[src/rtl/mips_data_sram_bridge.sv]
// rtl/mips_data_sram_bridge.sv - M-stage data port to sram-like req/ack bus bridge
// Turns one load/store strobe into a single handshaked bus transaction and stalls until it completes.
module mips_data_sram_bridge #(
  parameter int ADDR_W = 32,
  parameter int DATA_W = 32
) (
  input  logic                clk,
  input  logic                rst,
  input  logic                memreadM,
  input  logic                memwriteM,
  input  logic [ADDR_W-1:0]   aluoutM,
  input  logic [DATA_W-1:0]   writedataM,
  input  logic [DATA_W/8-1:0] selectM,
  input  logic                flushM,
  input  logic                stall_other,
  output logic [DATA_W-1:0]   readdataM,
  output logic                stall_dmem,
  output logic                data_req,
  output logic                data_wr,
  output logic [1:0]          data_size,
  output logic [ADDR_W-1:0]   data_addr,
  output logic [DATA_W-1:0]   data_wdata,
  input  logic                data_addr_ok,
  input  logic                data_data_ok,
  input  logic [DATA_W-1:0]   data_rdata
);

  localparam int SEL_W = DATA_W / 8;
  localparam logic [SEL_W-1:0] SEL_ONE  = SEL_W'(1);
  localparam logic [SEL_W-1:0] SEL_LOW  = SEL_W'({(SEL_W/2){1'b1}});
  localparam logic [SEL_W-1:0] SEL_HIGH = SEL_LOW << (SEL_W / 2);

  typedef enum logic [1:0] {IDLE, ADDR, DATA, DONE} stateT;

  stateT             state;
  stateT             stateNext;
  logic              acc;
  logic              reqLive;
  logic              curWr;
  logic [1:0]        curSize;
  logic [ADDR_W-1:0] curAddr;
  logic [DATA_W-1:0] curWdata;
  logic              captureRd;

  logic              wrQ;
  logic [1:0]        sizeQ;
  logic [ADDR_W-1:0] addrQ;
  logic [DATA_W-1:0] wdataQ;
  logic [DATA_W-1:0] rdataQ;

  // kseg0/kseg1 are unmapped windows onto the low 512 MB of physical space.
  function automatic logic [ADDR_W-1:0] mapAddr(input logic [ADDR_W-1:0] va);
    logic [ADDR_W-1:0] pa;
    pa = va;
    if (va[ADDR_W-1 -: 2] == 2'b10) pa[ADDR_W-1 -: 3] = 3'b000;
    return pa;
  endfunction

  function automatic logic [1:0] sizeOf(input logic [SEL_W-1:0] sel);
    logic [1:0] sz;
    if (sel == '1)                                       sz = 2'd2;
    else if (sel == SEL_LOW || sel == SEL_HIGH)          sz = 2'd1;
    else if (sel != '0 && (sel & (sel - SEL_ONE)) == '0) sz = 2'd0;
    else                                                 sz = 2'd2;
    return sz;
  endfunction

  // Reset also gates the request so a core still asserting memreadM cannot leak onto the bus.
  always_comb begin
    acc     = (memreadM | memwriteM) & ~flushM & rst;
    reqLive = ((state == IDLE) & acc) | (state == ADDR);
    if (state == IDLE) begin
      curWr    = memwriteM;
      curSize  = sizeOf(selectM);
      curAddr  = mapAddr(aluoutM);
      curWdata = writedataM;
    end else begin
      curWr    = wrQ;
      curSize  = sizeQ;
      curAddr  = addrQ;
      curWdata = wdataQ;
    end
    data_req   = reqLive;
    data_wr    = reqLive & curWr;
    data_size  = curSize;
    data_addr  = curAddr;
    data_wdata = curWdata;
    stall_dmem = reqLive | (state == DATA);
    readdataM  = rdataQ;
    captureRd  = ((reqLive & data_addr_ok & data_data_ok) |
                  ((state == DATA) & data_data_ok)) & ~curWr;
  end

  always_comb begin
    stateNext = state;
    case (state)
      IDLE: begin
        if (acc) begin
          if (data_addr_ok) stateNext = data_data_ok ? DONE : DATA;
          else              stateNext = ADDR;
        end
      end
      ADDR: begin
        if (data_addr_ok) stateNext = data_data_ok ? DONE : DATA;
      end
      DATA: begin
        if (data_data_ok) stateNext = DONE;
      end
      DONE: begin
        // Leaving DONE coincides with the pipeline advance, so the access is never reissued.
        if (!stall_other) stateNext = IDLE;
      end
      default: stateNext = IDLE;
    endcase
  end

  always_ff @(posedge clk or negedge rst) begin
    if (!rst) begin
      state  <= IDLE;
      wrQ    <= 1'b0;
      sizeQ  <= 2'd0;
      addrQ  <= '0;
      wdataQ <= '0;
      rdataQ <= '0;
    end else begin
      state <= stateNext;
      if (state == IDLE && acc) begin
        wrQ    <= memwriteM;
        sizeQ  <= curSize;
        addrQ  <= curAddr;
        wdataQ <= writedataM;
      end
      if (captureRd) rdataQ <= data_rdata;
    end
  end

endmodule
[config.mk]
export PLATFORM = sky130hd
export DESIGN_NAME = mips_data_sram_bridge
export DESIGN_NICKNAME = d
export VERILOG_FILES = /design/src/rtl/mips_data_sram_bridge.sv
export SDC_FILE = /design/constraint.sdc
export NUM_CORES = 1
export LEC_CHECK = 0
export CAP_MARGIN = 20
export CORE_MARGIN = 3
export CORE_UTILIZATION = 39
export CTS_BUF_LIST = sky130_fd_sc_hd__clkbuf_4
export CTS_CLUSTER_DIAMETER = 80
export DETAILED_ROUTE_END_ITERATION = 8
export PLACE_DENSITY = 0.78
export SETUP_SLACK_MARGIN = 0.1
export SYNTH_ARGS = -nofsm -noshare
export SYNTH_HDL_FRONTEND = slang
export SYNTH_SLANG_ARGS = --single-unit
[constraint.sdc]
create_clock -name clk -period 2.25 [get_ports clk]
set_input_delay 0.675 -clock clk [delete_from_list [all_inputs] [get_ports clk]]
set_output_delay 0.675 -clock clk [all_outputs]
set_load 0.01 [all_outputs]
[Yosys cells after proc, flatten, opt, wreduce, memory -nomap -nowiden]
Cells that the tools add are included.
Storage, ports and cells
  register bits: 101
  output and inout bits: 101
  word-level logic and storage cells: 55
Cells by class
  add/subtract/negate cells: 1
  equal/unequal tests: 11
  multiplexer cells: 15
  bitwise gates (word level): 15
  reductions and logical operators: 7
Operators by type and width (count)
  two-way mux 32 bit: 2
  two-way mux 2 bit: 9
  AND 1 bit: 8
  equality test 4 bit, second input constant: 2
  != test 2 bit, second input constant: 4
  one-hot mux 2 bit (4 select lines): 1
  equality test 2 bit, second input constant: 3
  AND 4 bit: 1
  equality test 4 x 2 -> 1 bit, second input constant: 1
  zero test 4 bit: 1
  bitwise OR 1 bit: 4
  AND reduction 4 bit: 1
  nonzero test 4 bit: 1
  subtractor 4 x 1 -> 4 bit, second input constant: 1
  two-way mux 3 bit: 1
  equality test 2 x 1 -> 1 bit, second input constant: 1
  logical AND 1 bit: 2
  zero test 2 bit: 1
  two-way mux 1 bit: 2
  NOT 1 bit: 2
  logical OR 1 bit: 1

[Longest topological paths before layout]
Gate-level depths: netlist of the first run.
  depth after elaboration: 9
  gate-level depth with buffers: 9

[Worst setup path after synthesis of the first run]
OpenSTA, ideal clock, no wires.
  kind: register -> output
  start point: register state[1]
  end point: output data_wdata[30]
  arrival time: 1.710 ns
  data required time: 1.575 ns
  setup slack: -0.135 ns
  stages on the path, launching flop included: 7
  buffers on the path: 3
  cells stage by stage: dfrtp_1 inv_1 ha_1 buf_6 clkbuf_1 clkbuf_1 mux2_2
On the way
  cells in the longest elaborated chain, start to end: 2
RTL lines
  start: declaration: RTL line 35  | stateT state;
  start signal: assignment: RTL line 126  | state <= stateNext;
  zero test 2 bit: RTL line 72  | if (state == IDLE) begin
  two-way mux 32 bit: RTL line 72
  end: declaration: RTL line 22  | output logic [DATA_W-1:0] data_wdata,
Every way passes these cells.

[Final worst setup path of the first run]
  start point: register state[1]
  end point: output data_addr[27]
On the way
  cells in the longest elaborated chain, start to end: 2
RTL lines
  zero test 2 bit: RTL line 72
  two-way mux 32 bit: RTL line 72
  end: declaration: RTL line 21  | output logic [ADDR_W-1:0] data_addr,
Every way passes these cells.

==> impl_results.md, run 1 <==
- Clock sinks: 101
- Critical Path AT: 1.94 ns
- Die area: 14,000 µm²
- Largest net degree at the start of global routing: 76
- Pwr per Cell Area: 1440 nW/µm²
- Share of layout cells above drive strength 1: 0.448
- Hold Path Class: primary input to asynchronous set/reset pin
- Peak VDD IR: 0.751 mV
- I/O pin count: 209
- H-tree depth: 3
- Register area share after synthesis: 0.515
- Failing checks: negative setup slack
- Clock buffer depth: 2
- Worst setup SP type: register
- P&R area growth vs syn: 75.9%
- Worst Path Required: 1.57 ns
- DRC: 0
- R2r endpoint: readdataM[30]$_DFFE_PN0P_
- Worst-Margin Slew: 0.962 ns
- Syn avg cell area: 12.2 µm²
- Tot GR Track Use: 0.208
- Area contributors post-synth: dfrtp_1 52%, mux2_2 22%, mux2_4 9.5%
- Finished Cell Area: 8630 µm²
- CP max FO: 8
- Worst R2R Path Depth: 11
- Tmin final: 2.62 ns
- Worst path cell trace: inv_2 -> ha_4 -> buf_6 -> buf_12 -> buf_12 -> mux2_4 -> buf_6
- IO Port Bufs: ~210
- Routed len/inst: 18.4 µm
- Initial antenna violation count: 1
- RR Startpoint: state[1]$_DFFE_PN0P_
- Synth top area share: 0.515
- Yosys warns: 0
- Post-Syn Nets: between 500 and 600
- Final setup violation count: 101
- Worst-path clk slew: ~0.16 ns
- CTS tree: built
- Clock root buffer: clkbuf_4
- Commonest non-fill, non-tap cell in the layout: clkdlybuf4s50_1
- Final WL: 15,700 µm
- Final-report hold violation count: 0
- Synth area leader: dfrtp_1
- Max-slew violation count: 0
- Cell Area, Placed: 7360 µm²
- Initial Utilization: 0.403
- Crit end category: output pin
- Post-synthesis cell count: 403
- Max-slew headroom: 0.359
- Status: finished, violations left
- Detailed placer's ending HPWL: roughly 9500 µm
- Worst Setup SP: state[1]$_DFFE_PN0P_
- Period utilization: 1.16
- # rows: 40
- Clk_skew: between 0.009 and 0.01 ns
- Critical path class: register to output pin
- Die Wd: approximately 120 µm
- Vias: approximately 4,200
- Commonest cells after routing, fill and taps aside: 128 x clkdlybuf4s50_1, 103 x nand2_1, 101 x dfrtp_1
- Fin cells: 852
- Leak: 4.25 nW
- Fin Hold WS: 0.242 ns
- CTS buffer count: 9
- Routed Antenna Nets: 0
- GP Congestion: 0.796
- First-pass GRT wire length: 23,500 µm
- TNS Setup: -27.31 ns
- CP max stage delay: between 0.4 and 0.5 ns
- Initial DRT Pass Iterations: 4
- Slowest stage cell on the critical path: dfrtp_1
- Final nets: 790
- Placed Cells incl. Taps: around 790
- Max Clk Rate: 382 MHz
- RSZ-0062 raised after global routing: yes
- Reg2reg setup slack: -0.24 ns
- Post-synthesis cell type count: 30
- Congestion Overflow GR: 0
- Initial DRC Count: 246
- Vias in the first global route: approximately 4,400
- Post-Syn Area: 4900 µm²
- Total Power: roughly 0.012 W
- Post-DR vias/cell: roughly 5
- Core area: ~12,000 µm²
- Flops & latches, synth: 101
- Max-cap violations: 0
- Die H: around 120 µm
- Final Worst Setup Slack: -0.365 ns
- Clock Latency Late Sink: 0.44 ns
-- stage by stage --
step	setup slack [ns]	utilization
floorplan	0.0665	-
global route	-0.487	0.709
detailed placement	-0.726	0.605
CTS	-0.430	0.674
finish	-0.365	0.709
global placement	-0.708	0.605
-- sequential cells by signal, summed over array words and instances (netlist names) --
register   cells
wdataQ        32
sizeQ          2
state          2
readdataM     32
addrQ         32
wrQ            1
-- logic make-up (layout without fill, tap and decap cells) --
logic type | count (synthesis) | in the layout | share of synthesized area
adder cells (fa/ha/maj) | 4 | 4 | 0.0102
flip-flops | 101 | 101 | 0.515
multiplexers | 128 | 128 | 0.317
buffers and inverters | 29 | 309 | 0.0309
other | 0 | 1 | 0
XOR/XNOR | 1 | 1 | 0.00179
AO/OA/AOI/OAI | 18 | 18 | 0.0240
AND/OR/NAND/NOR | 122 | 122 | 0.101
-- critical path, delay by kind of cell, from the launching register on --
kind	cells	cell delay, ns
buffers and inverters	5	0.56
multiplexers	1	0.32
flip-flops	1	0.42
adder cells (fa/ha/maj)	1	0.21
-- Yosys cell counts, drive strengths merged --
| library cell | instances |
|---|---|
| clkbuf | 9 |
| o21ai | 7 |
| and2b | 1 |
| a211o | 1 |
| buf | 14 |
| and3b | 1 |
| dfrtp | 101 |
| nand3 | 4 |
| mux2 | 127 |
| mux2i | 1 |
| a21oi | 2 |
| and4b | 1 |
| nand3b | 1 |
| and3 | 1 |
| nor2 | 8 |
| xnor2 | 1 |
| a32o | 1 |
| o211ai | 1 |
| inv | 6 |
| nand2b | 1 |
| a21boi | 1 |
| a31oi | 2 |
| a211oi | 1 |
| a221o | 1 |
| nor2b | 1 |
| nand2 | 103 |
| ha | 4 |
| o311ai | 1 |
-- area by class of cell --
class	instances	area, µm²
fill	854	3540
timing repair buffer	287	3180
sequential	101	2530
multi-input combinational	273	2520
tap	168	210
clock inverter	6	87.6
clock buffer	10	75.1
inverter	6	22.5
antenna	1	2.50
-- how the worst max path moves through the flow --
stage / endpoint / depth (start not counted)
2_1_floorplan: data_wdata[30] / 6
6_report: data_addr[27] / 7
3_3_place_gp: data_size[0] / 6
5_1_grt: data_addr[3] / 7
3_5_place_dp: data_size[0] / 6
4_1_cts: data_addr[15] / 7
-- per-layer routing --
layer	routed length, µm	track usage
met4	332	0.0755
met2	8150	0.355
met3	1010	0.0565
met1	6190	0.252
met5	0	0
-- report_power, final --
group	internal [W]	total [W]	switching [W]	leakage, nW
Sequential	0.00268	0.00319	0.000510	1.25
Combinational	0.00515	0.00814	0.00300	2.92
Clock	0.000462	0.00106	0.000599	0.0803
-- what timing repair did --
action | 4_1_cts | 5_1_grt
pin swaps | 4 | 3
buffers inserted | 22 | 13
hold buffers | 0 | 0
gates resized for setup | 419 | 40
setup endpoints to repair | 101 | 137
cloned | 7 | 7
(Power assumes the default switching activity.)
==> run 2, diff against run 1 <==
==> constraint.sdc (replaced) <==
create_clock -name clk -period 2.25 [get_ports clk]
set_input_delay 0.675 -clock clk [delete_from_list [all_inputs] [get_ports clk]]
set_output_delay 0.675 -clock clk [all_outputs]
set_load 0.05 [all_outputs]
==> run 2 against run 1 <==
The flow still finishes with violations (negative setup slack); register-to-register slack improved by 0.28 ns; critical path type is now primary input to output pin; critical endpoint is now data_wr; flip-flop and latch count did not move; die area did not move; first-iteration DRC count shrank 39%; cell count fell by 3.8%.
==> impl_results.md, run 2 (synthesized netlist as in run 1, its figures left out) <==
- Max Clk Rate: 385 MHz (+0.59%)
- Initial DRC Count: 150 (-39%)
- # rows: 40 (unchanged)
- Max-slew violation count: 0 (unchanged)
- CP max stage delay: 0.46 ns (+0.04 ns)
- Final-report hold violation count: 0 (unchanged)
- Die Wd: 118 µm (unchanged)
- First-pass GRT wire length: 21,400 µm (-8.7%)
- CP delay by family, top: buffers and inverters
- Worst R2R Path Depth: 8 (-3)
- H-tree depth: 3 (unchanged)
- Initial Utilization: 0.403 (unchanged)
- Hold Path Class: primary input to asynchronous set/reset pin
- Critical path class: primary input to output pin
- Final Util: 0.694 (-0.0153)
- Crit end category: output pin
- RSZ-0062 raised after global routing: yes
- Clock buffer depth: 2 (unchanged)
- Congestion Overflow GR: 0 (unchanged)
- Clock sinks: 101 (unchanged)
- Tmin final: 2.60 ns (-0.0154 ns)
- Multi-input gate area: 2550 µm² (+1.1%)
- Final Worst Setup Slack: -0.350 ns (+0.0154 ns)
- Commonest cells after routing, fill and taps aside: 104 x clkdlybuf4s50_1, 102 x nand2_1, 101 x dfrtp_1
- Flip-flop and latch area: 2530 µm² (unchanged)
- GP Congestion: 0.811 (+1.9%)
- Routed Antenna Nets: 0 (unchanged)
- Status: finished, violations left
- Clk_skew: 0.0142 ns (+0.00421 ns)
- Finished Cell Area: 8440 µm² (-2.2%)
- CTS buffer count: 9 (unchanged)
- I/O pin count: 209 (unchanged)
- Worst Path Required: 1.57 ns (about the same)
- Max-slew headroom: 0.542 (+0.183)
- Period utilization: 1.16 (-0.00684)
- R2r endpoint: readdataM[16]$_DFFE_PN0P_
- Final nets: 759 (-3.9%)
- Clock Latency Late Sink: 0.46 ns (+0.02 ns)
- Filler cells: 840 (-1.6%)
- DRC: 0 (unchanged)
- Detailed placer's ending HPWL: 9500 µm (-0.18%)
- Vias: 3,990 (-4.4%)
- Vias in the first global route: 4,254 (-3.5%)
- TNS Setup: -21.34 ns (+5.97 ns)
- Largest net degree at the start of global routing: 54 (-29%)
- Final setup violation count: 69 (-32%)
- Worst-Margin Slew: 0.688 ns (-0.275 ns)
- Ant diodes: 0 (-1)
- CTS Hold Bufs: 0 (unchanged)
- Final WL: 14,300 µm (-8.7%)
- Cell Area, Placed: 7410 µm² (+0.71%)
- Core area: 12,200 µm² (unchanged)
- Critical Path AT: 1.92 ns (-0.02 ns)
- Worst path cell trace: clkdlybuf4s50_1 -> and2b_1 -> o211ai_1 -> o21ai_4 -> buf_12
- Initial antenna violation count: 0 (-1)
- Failing checks: negative setup slack
- CP Buf/Inv Count: 2 (-3)
- Die area: 14,000 µm² (unchanged)
- IO Port Bufs: 208 (unchanged)
- Initial DRT Pass Iterations: 4 (unchanged)
- CP max FO: 4 (-4)
- Worst setup SP type: primary input
- Die H: 118 µm (unchanged)
- RR Startpoint: state[0]$_DFFE_PN0P_
- Share of layout cells above drive strength 1: 0.422 (-0.0262)
- CTS tree: built
- Reg2reg setup slack: 0.04 ns (+0.28 ns)
- Worst-path clk slew: 0.15 ns (about the same)
- Routed len/inst: 17.5 µm (-5.2%)
- Commonest non-fill, non-tap cell in the layout: clkdlybuf4s50_1
- Fin Hold WS: 0.335 ns (+0.0927 ns)
- Slowest stage cell on the critical path: clkdlybuf4s50_1
- Clock root buffer: clkbuf_4
- Post-DR vias/cell: 4.87 (-0.70%)
- Tot GR Track Use: 0.190 (-0.0180)
- Max-cap violations: 0 (unchanged)
- P&R area growth vs syn: 72.1%
## run 2: how the worst max path moves through the flow
stage / startpoint / endpoint / slack [ns] / depth (start not counted)
2_1_floorplan: state[1]$_DFFE_PN0P_ / data_addr[10] / -0.01 / 5
3_3_place_gp: selectM[0] / data_size[0] / -0.35 / 6
3_5_place_dp: selectM[1] / data_size[0] / -0.38 / 6
4_1_cts: state[0]$_DFFE_PN0P_ / data_addr[24] / -0.37 / 6
5_1_grt: flushM / data_wr / -0.41 / 5
6_report: flushM / data_wr / -0.35 / 5
## run 2: layout make-up
cell class / instances / share of cell area
clock buffer: 11 / 0.00979
clock inverter: 5 / 0.00890
inverter: 6 / 0.00267
multi-input combinational: 273 / 0.302
sequential: 101 / 0.299
tap: 168 / 0.0249
timing repair buffer: 256 / 0.352
## run 2: routing by layer
| layer | vias up | share of wire | global-route usage |
|---|---|---|---|
| met1 | 1968 | 0.41 | 0.226 |
| met4 | 0 | 0.016 | 0.0645 |
| met3 | 16 | 0.054 | 0.0445 |
| li1 | 1862 | - | - |
| met2 | 144 | 0.52 | 0.337 |
| met5 | - | 0 | 0 |
## run 2: timing repair
item | CTS | global route
pin swaps | 5 | 3
gates resized for setup | 123 | 45
setup endpoints to repair | 101 | 101
setup buffers | 12 | 4
cloned | 3 | 8
## run 2: stage by stage
stage / setup slack [ns] / cells
2_1_floorplan: -0.0110 / 403
6_report: -0.350 / 820
3_3_place_gp: -0.350 / 778
3_5_place_dp: -0.379 / 778
5_1_grt: -0.406 / 820
4_1_cts: -0.372 / 809
Power of run 2 is left out: the tool's default activity adds up to more than one toggle a clock period on the data nets, which glitch-free logic cannot reach.
